$ cat src/rtl/inst_encoder.sv
`default_nettype none
// ============================================================================
//  Module   : inst_encoder (with proctypes package)
//  Purpose  : Packs decoded commands into 32-bit instruction words and writes
//             them in order into instruction memory, starting at word 0.
//             The packing is the exact inverse of the instruction decoder.
//  Revision : 1.0  initial release
// ============================================================================

package proctypes;

    // Decoded instruction categories
    typedef enum logic [2:0] {
        opRender      = 3'd0,
        opFrame       = 3'd1,
        opCameraSet   = 3'd2,
        opLightSet    = 3'd3,
        opShapeInit   = 3'd4,
        opShapeSet    = 3'd5,
        opShapeData   = 3'd6,
        opUnsupported = 3'd7
    } IType;

    // Opcode field, instruction bits [2:0]
    typedef logic [2:0] OpCode;
    localparam OpCode ocFType  = 3'b001;
    localparam OpCode ocCType  = 3'b010;
    localparam OpCode ocLType  = 3'b011;
    localparam OpCode ocSIType = 3'b100;
    localparam OpCode ocSEType = 3'b101;

    typedef struct packed {
        IType        iType;
        logic [15:0] data;
        logic [15:0] data2;
        logic [4:0]  prop;
        logic [4:0]  prop2;
        logic [5:0]  lIndex;
        logic [18:0] sIndex;
        logic [4:0]  sType;
    } DecodedInst;

endpackage

module inst_encoder
    import proctypes::*;
#(
    parameter int DEPTH = 1024,
    localparam int AW   = $clog2(DEPTH)
) (
    input  logic          clk,
    input  logic          rst,
    input  DecodedInst    cmd_in,
    input  logic          cmd_valid,
    output logic          cmd_ready,
    input  logic          clear,
    output logic          wr_en,
    output logic [AW-1:0] wr_addr,
    output logic [31:0]   wr_data,
    output logic [AW:0]   prog_len,
    output logic          full,
    output logic          err
);

    localparam logic [0:0]  c_IDLE   = 1'b0;
    localparam logic [0:0]  c_SECOND = 1'b1;
    localparam logic [AW:0] c_DEPTH  = (AW+1)'(DEPTH);
    localparam logic [AW:0] c_ONE    = (AW+1)'(1);
    localparam logic [AW:0] c_TWO    = (AW+1)'(2);

    logic [0:0]  r_state;
    logic [AW:0] r_prog_len;
    logic [31:0] r_word1;
    logic        r_wr_en;
    logic [AW-1:0] r_wr_addr;
    logic [31:0] r_wr_data;
    logic        r_err;

    logic [AW:0] w_free;
    logic [AW:0] w_need;
    logic        w_xfer;
    logic        w_legal;
    logic [31:0] w_word0;
    logic [31:0] w_word1;

    // A two-word ShapeSet is only accepted when both words fit, so it is never split
    assign w_free    = c_DEPTH - r_prog_len;
    assign w_need    = (cmd_in.iType == opShapeSet) ? c_TWO : c_ONE;
    assign cmd_ready = (r_state == c_IDLE) && !clear && (w_free >= w_need);
    assign w_xfer    = cmd_valid && cmd_ready;
    assign w_word1   = {cmd_in.data, cmd_in.data2};

    // Pack the first (or only) instruction word; unused bits stay zero
    always_comb begin
        w_word0 = 32'h0;
        w_legal = 1'b1;
        case (cmd_in.iType)
            opRender:    w_word0 = {21'b0, 2'b00, 6'b0, ocFType};
            opFrame:     w_word0 = {21'b0, 2'b01, 6'b0, ocFType};
            opCameraSet: w_word0 = {cmd_in.data, cmd_in.prop, 8'b0, ocCType};
            opLightSet:  w_word0 = {cmd_in.data, cmd_in.prop, 2'b0,
                                    cmd_in.lIndex, ocLType};
            opShapeInit: w_word0 = {cmd_in.sIndex[18:3], cmd_in.sType, 5'b0,
                                    cmd_in.sIndex[2:0], ocSIType};
            opShapeSet:  w_word0 = {cmd_in.sIndex[18:3], cmd_in.prop, cmd_in.prop2,
                                    cmd_in.sIndex[2:0], ocSEType};
            default:     w_legal = 1'b0;
        endcase
    end

    // Write sequencer: one word per accepted command, ShapeSet adds a second word
    always_ff @(posedge clk) begin
        if (rst) begin
            r_state    <= c_IDLE;
            r_prog_len <= '0;
            r_word1    <= 32'h0;
            r_wr_en    <= 1'b0;
            r_wr_addr  <= '0;
            r_wr_data  <= 32'h0;
            r_err      <= 1'b0;
        end else if (clear) begin
            // Rewind; any pending second word is dropped
            r_state    <= c_IDLE;
            r_prog_len <= '0;
            r_wr_en    <= 1'b0;
            r_err      <= 1'b0;
        end else begin
            r_wr_en <= 1'b0;
            r_err   <= 1'b0;
            case (r_state)
                c_IDLE: begin
                    if (w_xfer) begin
                        if (w_legal) begin
                            r_wr_en    <= 1'b1;
                            r_wr_addr  <= r_prog_len[AW-1:0];
                            r_wr_data  <= w_word0;
                            r_prog_len <= r_prog_len + c_ONE;
                            if (cmd_in.iType == opShapeSet) begin
                                r_word1 <= w_word1;
                                r_state <= c_SECOND;
                            end
                        end else begin
                            r_err <= 1'b1;
                        end
                    end
                end
                c_SECOND: begin
                    r_wr_en    <= 1'b1;
                    r_wr_addr  <= r_prog_len[AW-1:0];
                    r_wr_data  <= r_word1;
                    r_prog_len <= r_prog_len + c_ONE;
                    r_state    <= c_IDLE;
                end
                default: r_state <= c_IDLE;
            endcase
        end
    end

    assign wr_en    = r_wr_en;
    assign wr_addr  = r_wr_addr;
    assign wr_data  = r_wr_data;
    assign prog_len = r_prog_len;
    assign full     = (r_prog_len == c_DEPTH);
    assign err      = r_err;

endmodule
`default_nettype wire

$ cat config.mk
export PLATFORM = sky130hd
export DESIGN_NAME = inst_encoder
export DESIGN_NICKNAME = d
export VERILOG_FILES = /design/src/rtl/inst_encoder.sv
export SDC_FILE = /design/constraint.sdc
export NUM_CORES = 1
export LEC_CHECK = 0
export CAP_MARGIN = 30
export CORE_ASPECT_RATIO = 0.7
export CORE_UTILIZATION = 46
export DETAILED_ROUTE_END_ITERATION = 8
export HOLD_SLACK_MARGIN = 0.03
export PLACE_DENSITY = 0.78
export SLEW_MARGIN = 20
export SYNTH_ARGS = -nofsm -noshare
export SYNTH_HDL_FRONTEND = slang
export SYNTH_SLANG_ARGS = --single-unit
$ cat constraint.sdc
create_clock -name clk -period 3.6 [get_ports clk]
set_input_delay 0.36 -clock clk [delete_from_list [all_inputs] [get_ports clk]]
set_output_delay 0.36 -clock clk [all_outputs]
set_load 0.1 [all_outputs]
Word level (Yosys, flattened, before mapping):

Index checks and enable logic that the tools add are counted.

* add/sub/neg operators: 2
* order comparisons: 1
* equality and inequality tests: 8
* muxes and demuxes: 20
* bitwise gates (word level): 3
* reductions and logical operators: 11

Operator list (count)
* $pmux W32 S6: 1
* $mux W32: 2
* $pmux W32 S2: 1
* $mux W11: 2
* $pmux W11 S2: 1
* $mux W10: 2
* $pmux W10 S2: 1
* $add A11 B1 Y11 const B: 1
* $eq A11 B11 Y1 const B: 1
* $ge A11 B2 Y1: 1
* $sub A11 B11 Y11 const A: 1
* $mux W1: 7
* $eq A3 B2 Y1 const B: 2
* $eq A3 B3 Y1 const B: 2
* $reduce_or A6 Y1: 1
* $reduce_and A5 Y1: 1
* $ne A2 B2 Y1 const B: 2
* $pmux W1 S2: 2
* $reduce_or A4 Y1: 1
* $eq A3 B1 Y1 const B: 1
* $logic_and A1 B1 Y1: 3
* $logic_not A3 Y1: 1
* $not A1 Y1: 3
* $reduce_and A3 Y1: 1
* other kinds (4): 4

* register bits: 88
* input bits: 79
* output and inout bits: 57
* logic and storage cells: 52

Longest topological paths before layout:

Gate-level depths: netlist of run 1.

* depth in word-level cells: 7
* depth in mapped cells: 13
* mapped depth without buffers: 10

Worst setup path after synthesis of run 1:

Ideal clock, no wire load.

* path kind: reg-to-reg
* from: register r_prog_len[0], in the netlist prog_len[0]
* to: register r_err, in the netlist err
* library setup time: 0.083 ns
* arrival time: 4.591 ns
* data required time: 3.517 ns
* path slack: -1.074 ns
* stages on the path, launching flop included: 10
* buffers on the path: 0
* clock period less this slack: 4.674 ns
* cell sequence: dfxtp_1 -> inv_1 -> ha_1 -> xor2_1 -> a31o_2 -> nand4_1 -> a211oi_1 -> nor3_1 -> nand2_1 -> nor3_1

* word-level cells in the longest chain between the ends: 6

RTL lines
* from (decl): line 72 `logic [AW:0] r_prog_len;`
* from (signal assigned): line 137 `r_prog_len <= r_prog_len + c_ONE;`
* from (signal assigned): line 151 `r_prog_len <= r_prog_len + c_ONE;`
* $sub A11 B11 Y11: line 87 `assign w_free = c_DEPTH - r_prog_len;`
* $ge A11 B2 Y1: line 89 `assign cmd_ready = (r_state == c_IDLE) && !clear && (w_free >= w_need);`
* $logic_and A1 B1 Y1: line 89
* named net cmd_ready: line 55 `output logic cmd_ready,`
* $logic_and A1 B1 Y1: line 90 `assign w_xfer = cmd_valid && cmd_ready;`
* $not A1 Y1 (no source line)
* $reduce_or A4 Y1 (no source line)
* to (signal assigned): line 120 `r_err <= 1'b0;`
* to (signal assigned): line 126 `r_err <= 1'b0;`
* to (signal assigned): line 129 `r_err <= 1'b0;`
* to (decl): line 77 `logic r_err;`

The timed path passes the listed nets, and every way through them passes these cells.
A chain may end at the register's enable or synchronous reset.

Worst setup path in the final report of run 1:

* from: register r_prog_len[0], in the netlist prog_len[0]
* to: register r_prog_len[7], in the netlist prog_len[7]

* word-level cells in the longest chain between the ends: 6
* elaborated cells on any way between the ends: 10
* those cells by class: add/sub: 2; order compare: 1; eq/ne: 1; mux: 3; reduce/logical: 3

RTL lines (line)
* $sub A11 B11 Y11: 87
* $ge A11 B2 Y1: 89
* $logic_and A1 B1 Y1: 89
* $logic_and A1 B1 Y1: 90
* $ne A2 B2 Y1 (no source line)
* $reduce_and A2 Y1 (no source line)

Parallel ways exist; a longest one is shown, timed or not. The select of a mux whose other input is x is not followed.

==> results of run 1 <==
-- cell usage in the layout, fill, tap and decap left out, types with 3 or more instances in the layout --
cell type / count
nor2_1: 57
o21ai_0: 33
dfxtp_1: 87
clkbuf_16: 9
or3_1: 7
clkdlybuf4s50_1: 132
nand4_1: 4
bufinv_16: 3
mux2_2: 5
inv_1: 8
a21oi_1: 51
xnor2_1: 4
buf_4: 13
ha_1: 4
nand3_1: 8
nor3_1: 3
nand2_1: 99
mux2i_1: 37
a22oi_1: 25
a211oi_1: 8
-- layout make-up --
cell class                      count  area [um2]  share of cell area [%]
Sequential cell                    88        1760                    29.6
Clock inverter                      3        90.1                    1.51
Inverter                            8        30.0                   0.505
Tap cell                          120         150                    2.52
Timing Repair Buffer              147        1440                    24.3
Multi-Input combinational cell    380        2220                    37.3
Clock buffer                       11         253                    4.25
-- per-stage QoR --
step	setup WS [ns]	total power, mW	cell area [um2]	cells	hold slack [ns]
2_1_floorplan	0.148	1.24	4160	518	0.436
3_3_place_gp	0.503	1.39	5610	743	0.442
3_5_place_dp	0.399	1.39	5610	743	0.448
4_1_cts	0.419	2.46	5950	757	0.456
5_1_grt	0.229	2.53	5950	757	0.478
6_report	0.398	2.45	5950	757	0.453
-- worst min-delay path by stage --
stage / start / slack [ns] / to
after floorplan: r_word1[1] / 0.44 / r_word1[1]
after global placement: r_word1[12] / 0.44 / r_word1[12]
after detailed placement: r_word1[3] / 0.45 / r_word1[3]
after CTS: r_word1[3] / 0.46 / r_word1[3]
after global routing: r_word1[23] / 0.48 / r_word1[23]
final: r_word1[2] / 0.45 / r_word1[2]
-- synthesized netlist by cell type, types with 5 or more instances --
cell	number	share of area, %
dfxtp_1	88	42
or3_1	7	1.1
a211oi_1	8	1.4
o21ai_0	33	4.0
nor2_1	57	5.2
buf_2	7	0.84
a22oi_1	25	4.5
nand3_1	8	0.97
inv_1	8	0.72
clkbuf_1	33	3.0
mux2_2	5	1.4
a21oi_1	52	6.3
nand2_1	99	9.0
mux2i_1	37	8.9
-- flip-flops by register name, indices dropped and copies added (netlist names) --
register  flops
r_word1      32
wr_data      32
prog_len     11
wr_addr      10
err           1
r_state       1
wr_en         1
-- power groups by stage --
stage,Combinational (mW),Clock (mW),Sequential (mW)
after floorplan,0.127,0,1.11
after global placement,0.365,0,1.02
after detailed placement,0.370,0,1.02
after CTS,0.372,1.09,1.00
after global routing,0.395,1.13,1.00
final,0.373,1.07,1.00
-- metal layers --
layer	vias to the layer above	global-route usage, %
li1	2020	-
met1	1861	34.0
met2	141	42.1
met3	14	8.12
met4	0	6.75
met5	-	0
-- logic make-up (layout without fill, tap and decap cells) --
family | count (synthesis) | in the layout | share of synthesized area [%]
muxes | 43 | 43 | 10.6
DFF | 88 | 88 | 42.5
adders and majority gates | 4 | 4 | 1.21
xor gates and xnor gates | 6 | 6 | 1.27
buffers and inverters | 50 | 169 | 4.83
AOI/OAI and AO/OA | 128 | 128 | 18.2
and+or+nand+nor | 199 | 199 | 21.5
-- worst register-to-register path, cell delays in order, from the launching register on --
cell      delay (ns)
dfxtp_1         0.58
inv_1           0.18
ha_1            0.31
nor4b_4         0.17
a41oi_1         0.32
a31oi_1         0.26
a2111o_1        0.55
or3_1           0.39
mux2_1          0.33
==> flow_summary.toml, run 1 <==
[power_and_ir_drop]
switching_power_uw = 594
cellLeakagePower_nw = 2.03
power.density_nw_per_um2 = 412
combPwrFrac_pct = 15.2
peakVddDrop_v = 0.000320
sw_frac_of_total_pct = 24.2
power_frac_clock_pct = 43.8
pwr-share-seq_pct = 40.9
p_int_mw = 1.86

[layout]
area_delta_synth_final_pct = 43.4
drive_above_1_share_pct = 7.06
fin_nets = 717
diodes = 0
n_fill_cell = 677
utilization_pct = 69.3

[cts]
clk_latency_ns = 0.34
clkTransAtPathRegs_ns = 0.06
cts-htree-levels = 3
cts_tree = "done"
cts.repair.resized = 0
numCtsBuffers = 9
clockRootBuffer = "clkbuf_16"
cts_hold_buf = 0
clockBufferDepth = 2
cts_setup_buffers = 0
numClockSinks = 88

[critical_path]
critPathRequiredTime_ns = 3.82
endpoint = "prog_len[7]"
crit_path_top_delay_cell = "dfxtp_1"
crit_buf_inv = 1
rr_endpoint = "prog_len[7]"
path_cells = "inv_1, ha_1, nor4b_4, a41oi_1, a31oi_1, a2111o_1, or3_1, mux2_1"
startpoint = "prog_len[0]"
critPathLaunchType = "register"
slowest_delay_ns = 0.58
cp.depth = 8
path_max_fanout = 9
critPathArrivalTime_ns = 3.42
r2r_setup_slack_ns = 0.40
critical_path_class = "register to register"
cp_top_family = "compound AO/OA/AOI/OAI gates"
reg2reg_depth = 8
critPathCaptureType = "register"
r2r-start = "prog_len[0]"

[placement]
io_buffer_count = 135
gp_congestion = 0.933
hpwl_mm = 8.32

[route]
dr_total_vias = 4036
firstDrtPassIters = 5
ant_nets = 0
drc = 0
wl_met1_mm = 5.44
first_iter_violations = 327
drt-total-wl_mm = 11.7
viasPerCell = 5.33
met2_wirelength_mm = 5.34
wl_per_cell_um = 15.5
wl_met3_um = 784
maxUsedRoutingLayer = "met4"

[sta]
layout_worst_path_cycle_share_pct = 88.9
hold_viol = 0
slew_viol_final = 0
max_slew.worst_pin.slew_ns = 1.01
rsz0062_at_grt = "false"
fmax_mhz = 312
skew_ns = 0.00722
setup_tns_ns = 0
setup_viol = 0
min_period_ns = 3.20
slew_headroom_pct = 32.3

[die]
initial_core_util_pct = 48.3
ios = 136
dieArea_um2 = 9410
coreArea_um2 = 8580
fp.dieW_um = 115
rows = 28
die_y_um = 81.4

[global_route]
grt_overflow_total = 0
antenna_found_initial = 0
grt_use_total_pct = 26.1
grt_max_degree = 65
grt_pass1_wl_mm = 18.8
grt_pass1_vias = 3852

[synth]
synth_fp_nets = 601
syn_avg_cell_area_um2 = 8.01
ys_seq_area_share_pct = 42.5
synth_warnings = 0
async_flop_share_pct = 0
synth.distinct_cells = 44
synthFlopType = "dfxtp_1"
synth_cells = 518
synth_area_um2 = 4150
ys_seq_elements = 88
synth_edf_count = 0

[run_status]
run_status = "finished, final reports clean"

[flow_run]
cap_violations = 0

[min_path]
min_path_type = "register to register"
hold_depth = 2
No activity file was read; power rests on OpenSTA's default activity.
==> run 2: changes to the inputs <==
--- a/config.mk
+++ b/config.mk
@@ -9,6 +9,7 @@
 export CORE_ASPECT_RATIO = 0.7
 export CORE_UTILIZATION = 46
 export DETAILED_ROUTE_END_ITERATION = 8
+export GPL_TIMING_DRIVEN = 0
 export HOLD_SLACK_MARGIN = 0.03
 export PLACE_DENSITY = 0.78
 export SLEW_MARGIN = 20
==> run 2 against run 1 <==
Against the previous run:
- maximum frequency down 6.5%
- clock skew decreased by 0.0021 ns
- via count increased by 8.0%
- final area up 0.90%
- count of clock-buffer cells in the layout is 1 higher
- wire length up 9.6%
==> flow_summary.toml, run 2 (synthesis gave the netlist of run 1 again) <==
[placement]
dp.cells = 772
gp_congestion = 0.903
io_buffer_count = 134
hpwl_mm = 9.64
pre_cts_ws_ns = -0.870

[global_route]
grt_overflow_total = 0
grt_max_degree = 15
antenna_found_initial = 0
grt_pass1_wl_mm = 19.8
grt_use_total_pct = 27.9
grt_pass1_vias = 4047

[critical_path]
critPathCaptureType = "output pin"
critical_path_class = "input port to output pin"
critPathRequiredTime_ns = 3.24
path_max_fanout = 10
slowest_delay_ns = 0.64
critPathLaunchType = "input port"
path_cells = "clkdlybuf4s50_1, nor2b_1, clkbuf_4, nand2_1, ha_1, o21ai_0, nand4_1, a211oi_4, nor3_4, buf_2"
critPathArrivalTime_ns = 3.06
crit_path_top_delay_cell = "clkdlybuf4s50_1"

[sta]
max_slew.worst_pin.slew_ns = 1.03
timing.hold.ws_ns = 0.457
fmax_mhz = 292
layout_worst_path_cycle_share_pct = 95.1
min_period_ns = 3.42
setup_ws_ns = 0.177
rsz0062_at_grt = "false"
skew_ns = 0.00516
hold_viol = 0
slew_viol_final = 0
setup_viol = 0
slew_headroom_pct = 30.9

[die]
ios = 136
dieArea_um2 = 9410
rows = 28
initial_core_util_pct = 48.3
fp.dieW_um = 115
die_y_um = 81.4
coreArea_um2 = 8580

[layout]
area_delta_synth_final_pct = 44.7
instances_no_fill = 787
fin_nets = 745
final_cell_mix = "clkdlybuf4s50_1, nand2_1, dfxtp_1"
drive_above_1_share_pct = 6.15
diodes = 0
utilization_pct = 69.9
mostFrequentLayoutCell = "clkdlybuf4s50_1"

[cts]
cts_tree = "done"
cts_hold_buf = 0
cts-htree-levels = 3
numCtsBuffers = 9
numClockSinks = 88
clkTransAtPathRegs_ns = 0.06
clk_latency_ns = 0.34
cts_setup_buffers = 0
clockBufferDepth = 2
clockRootBuffer = "clkbuf_16"

[route]
drt-total-wl_mm = 12.8
ant_nets = 0
viasPerCell = 5.54
dr_total_vias = 4359
drc = 0
first_iter_violations = 342
wl_per_cell_um = 16.3
firstDrtPassIters = 5

[power_and_ir_drop]
power.density_nw_per_um2 = 402
peakVddDrop_v = 0.000273
cellLeakagePower_nw = 2.04

[flow_run]
cap_violations = 0

[run_status]
run_status = "finished, final reports clean"

[min_path]
min_path_type = "register to register"
[run 2: changes by cell type in the layout (fill, tap and decap cells not counted), moves of 2 or more]
cell,change
clkbuf_2,+2
buf_4,-12
clkbuf_1,+29
buf_2,+7
nor2b_1,+2
nor2b_2,-2
clkbuf_4,+2
[run 2: report_power, final]
group / total (mW) / internal, mW / switching [mW] / leakage, nW
registers: 1.00 / 0.991 / 0.0115 / 0.711
clock network: 1.03 / 0.647 / 0.384 / 0.159
logic: 0.378 / 0.153 / 0.224 / 1.17
total: 2.41 / 1.79 / 0.620 / 2.04
[run 2: area by class of cell]
cell class              count  area [um2]
clock inverters             4        76.3
flip-flops and latches     88        1760
repair buffers            134        1340
well taps                 120         150
fillers                   720        2580
multi-input cells         380        2220
clock buffers              12         256
inverters                   8        30.0
plain buffers              41         176
[run 2: worst paths after layout]
path / end / slack, ns / startpoint / depth (start not counted)
setup / recovery: cmd_ready / 0.18 / cmd_in[74] / 10
setup reg to reg: wr_data[3] / 0.35 / prog_len[0] / 11
hold / removal: r_word1[6] / 0.46 / r_word1[6] / 2
hold reg to reg: r_word1[6] / 0.46 / r_word1[6] / 2
[run 2: routing by layer]
layer  vias to the layer above  track usage [%]  part of all wire (%)
met1                      2030             36.8                    45
li1                       2082                -                     -
met3                        27             6.27                   8.4
met4                         0             11.9                   2.4
met2                       220             44.3                    44
met5                         -                0                     0
[run 2: critical path, delay by kind of cell]
family / cells / cell delay (ns)
buf+inv: 3 / 1.22
compound gates: 2 / 0.51
simple gates: 4 / 0.65
fa+ha+maj: 1 / 0.31
[run 2: what timing repair did]
action	in CTS	in global routing
pin swaps	0	0
gates resized for setup	7	12
endpoints found under the setup margin	32	35
[run 2: metrics by stage]
| step | TNS, ns | cell area, um2 | total power, mW |
|---|---|---|---|
| after floorplan | 0 | 4160 | 1.24 |
| after global placement | -22.76 | 5650 | 1.39 |
| after detailed placement | -29.18 | 5650 | 1.40 |
| after CTS | 0 | 5980 | 2.42 |
| after global routing | 0 | 6000 | 2.48 |
| final | 0 | 6000 | 2.41 |
==> run 3: changes to the inputs <==
--- a/config.mk
+++ b/config.mk
@@ -5,6 +5,7 @@
 export SDC_FILE = /design/constraint.sdc
 export NUM_CORES = 1
 export LEC_CHECK = 0
+export ABC_CLOCK_PERIOD_IN_PS = 3600
 export CAP_MARGIN = 30
 export CORE_ASPECT_RATIO = 0.7
 export CORE_UTILIZATION = 46
==> results of run 3 <==
Same layout as run 2: the final DEF is identical, and so are final timing and power.
==> patch (settings of run 2) <==
The parameter `DEPTH` goes from 1024 to 512.
--- a/src/rtl/inst_encoder.sv
+++ b/src/rtl/inst_encoder.sv
@@ -45,7 +45,7 @@
 module inst_encoder
     import proctypes::*;
 #(
-    parameter int DEPTH = 1024,
+    parameter int DEPTH = 512,
     localparam int AW   = $clog2(DEPTH)
 ) (
     input  logic          clk,
Interface: changed (resized prog_len and wr_addr); port bits go from 136 to 134. The function was not compared with the original's and may differ.
==> patch against run 2 <==
Routed wire length is 7.5% lower. Synthesized area is 7.0% higher. Count of clock-buffer cells in the layout stayed put. Via count is 6.1% lower. Clock power is 13% lower. Cell count is 3.0% lower. Total power is 0.53% higher. Sequential cell count is 2 lower. Fmax hardly changed. Global-route usage is 3.6 points lower. Worst setup slack better by 0.0022 ns. Cell area is 3.1% higher.
==> patch: results (changes against run 2) <==
clk_share_pct: 4.590  # was 5.544%
fin_skew_ns: 0.007903  # was 0.005155 ns
seq_area_um2: 1722  # was 1762 um2
r2r_end: "prog_len[7]"  # was wr_data[3]
final-nonclk-buf-share_pct: 24.57  # was 25.20%
via_count: 4094  # was 4359
synth_fp_nets: 576  # was 601
ys_top_cells_by_count: "dfxtp_1 (86), mux2i_1 (73), nand2b_1 (67)"  # was nand2_1 (99), dfxtp_1 (88), nor2_1 (57)
outcome: "finished clean"  # unchanged
r2r-start: "prog_len[1]"  # was prog_len[0]
groute.usage.overall_pct: 24.39  # was 27.94%
final_nets: 717  # was 745
path_class: "reg2out"  # was in2out
holdPathEnd: "r_word1[27]"  # was r_word1[6]
grt_max_degree: 14  # was 15
hold_path.startpoint: "r_word1[27]"  # was r_word1[6]
hpwl_mm: 8.781  # was 9.644 mm
port_buffers: 130  # was 134
drive_gt1_share_pct: 6.886  # was 6.147%
r2r_slack_ns: 0.45  # was 0.35 ns
fill_cells: 777  # was 720
ys_top_cells_by_area: "dfxtp_1 (39%), mux2i_1 (16%), nand2b_1 (9.4%), nor2_1 (3.9%), a22oi_1 (3.6%)"  # was dfxtp_1 (42%), nand2_1 (9.0%), mux2i_1 (8.9%), a21oi_1 (6.3%), nor2_1 (5.2%)
yosysUniqueCellTypes: 46  # was 44
synth-seq-area-share_pct: 38.78  # was 42.47%
vdd_drop_max_mv: 0.2569  # was 0.2730 mV
seq_cell_count: 86  # was 88
place_congestion: 0.8573  # was 0.9032
first_pass_iters: 5  # unchanged
grt_pass1_wl_mm: 19.31  # was 19.78 mm
slowest_delay_ns: 0.56  # was 0.64 ns
dr.first_iter.drc_count: 246  # was 342
nNonClkBuffers: 171  # was 175
wl_per_cell_um: 15.57  # was 16.32 um
cts_resized: 3  # was 7
multi_input_cells: 359  # was 380
cp_slowest_cell: "clkdlybuf4s15_2"  # was clkdlybuf4s50_1
## patch: changes by cell type after synthesis, sizes merged, moves of 5 or more
cell,before,now
a211oi,8,1
a21oi,52,12
buf,9,14
clkbuf,33,27
mux2i,37,73
nand2,99,32
nand2b,2,67
nor2,57,46
## patch: per-stage QoR
stage | TNS (ns) | hold slack (ns) | std cells | instance area [um2] | setup WS (ns)
6_report | 0 | 0.4742 | 763 | 6188 | 0.1792
5_1_grt | 0 | 0.4994 | 763 | 6188 | 0.05127
4_1_cts | 0 | 0.4792 | 763 | 6188 | 0.1922
3_5_place_dp | -0.009214 | 0.4608 | 747 | 5903 | -0.009214
3_3_place_gp | 0 | 0.4574 | 747 | 5903 | 0.006056
2_1_floorplan | -0.08463 | 0.4452 | 493 | 4447 | -0.08463
## patch: worst reg2reg max path: stages, from the launching register on
cell	delay, ns
dfxtp_1	0.35
clkbuf_1	0.37
inv_1	0.09
ha_1	0.31
ha_1	0.31
a21oi_1	0.21
a31oi_1	0.20
nor4_2	0.65
buf_4	0.30
o31ai_1	0.11
a21oi_1	0.18
## patch: routing by layer
layer  vias to the layer above  GRT usage [%]  routed length [um]
met5                         -              0                   0
met4                         0          8.182                 111
met3                        13          7.405                 779
met2                       144          40.64                5571
met1                      1919          30.11                5417
li1                       2018              -                   -
## patch: cells by family (layout without fill, tap and decap cells)
family | Yosys count | in the layout | synth area share [%]
multiplexers | 79 | 79 | 17.98
AO/OA/AOI/OAI | 84 | 84 | 12.82
flip-flops | 86 | 86 | 38.78
AND/OR/NAND/NOR | 191 | 191 | 23.59
adder cells (fa/ha/maj) | 4 | 4 | 1.127
buffers and inverters | 48 | 194 | 5.496
XOR/XNOR | 1 | 1 | 0.1973
## patch: power breakdown
group	total [uW]	switching [uW]	internal [uW]
registers	992	14.1	978
logic	536	321	215
clock network	896	361	536
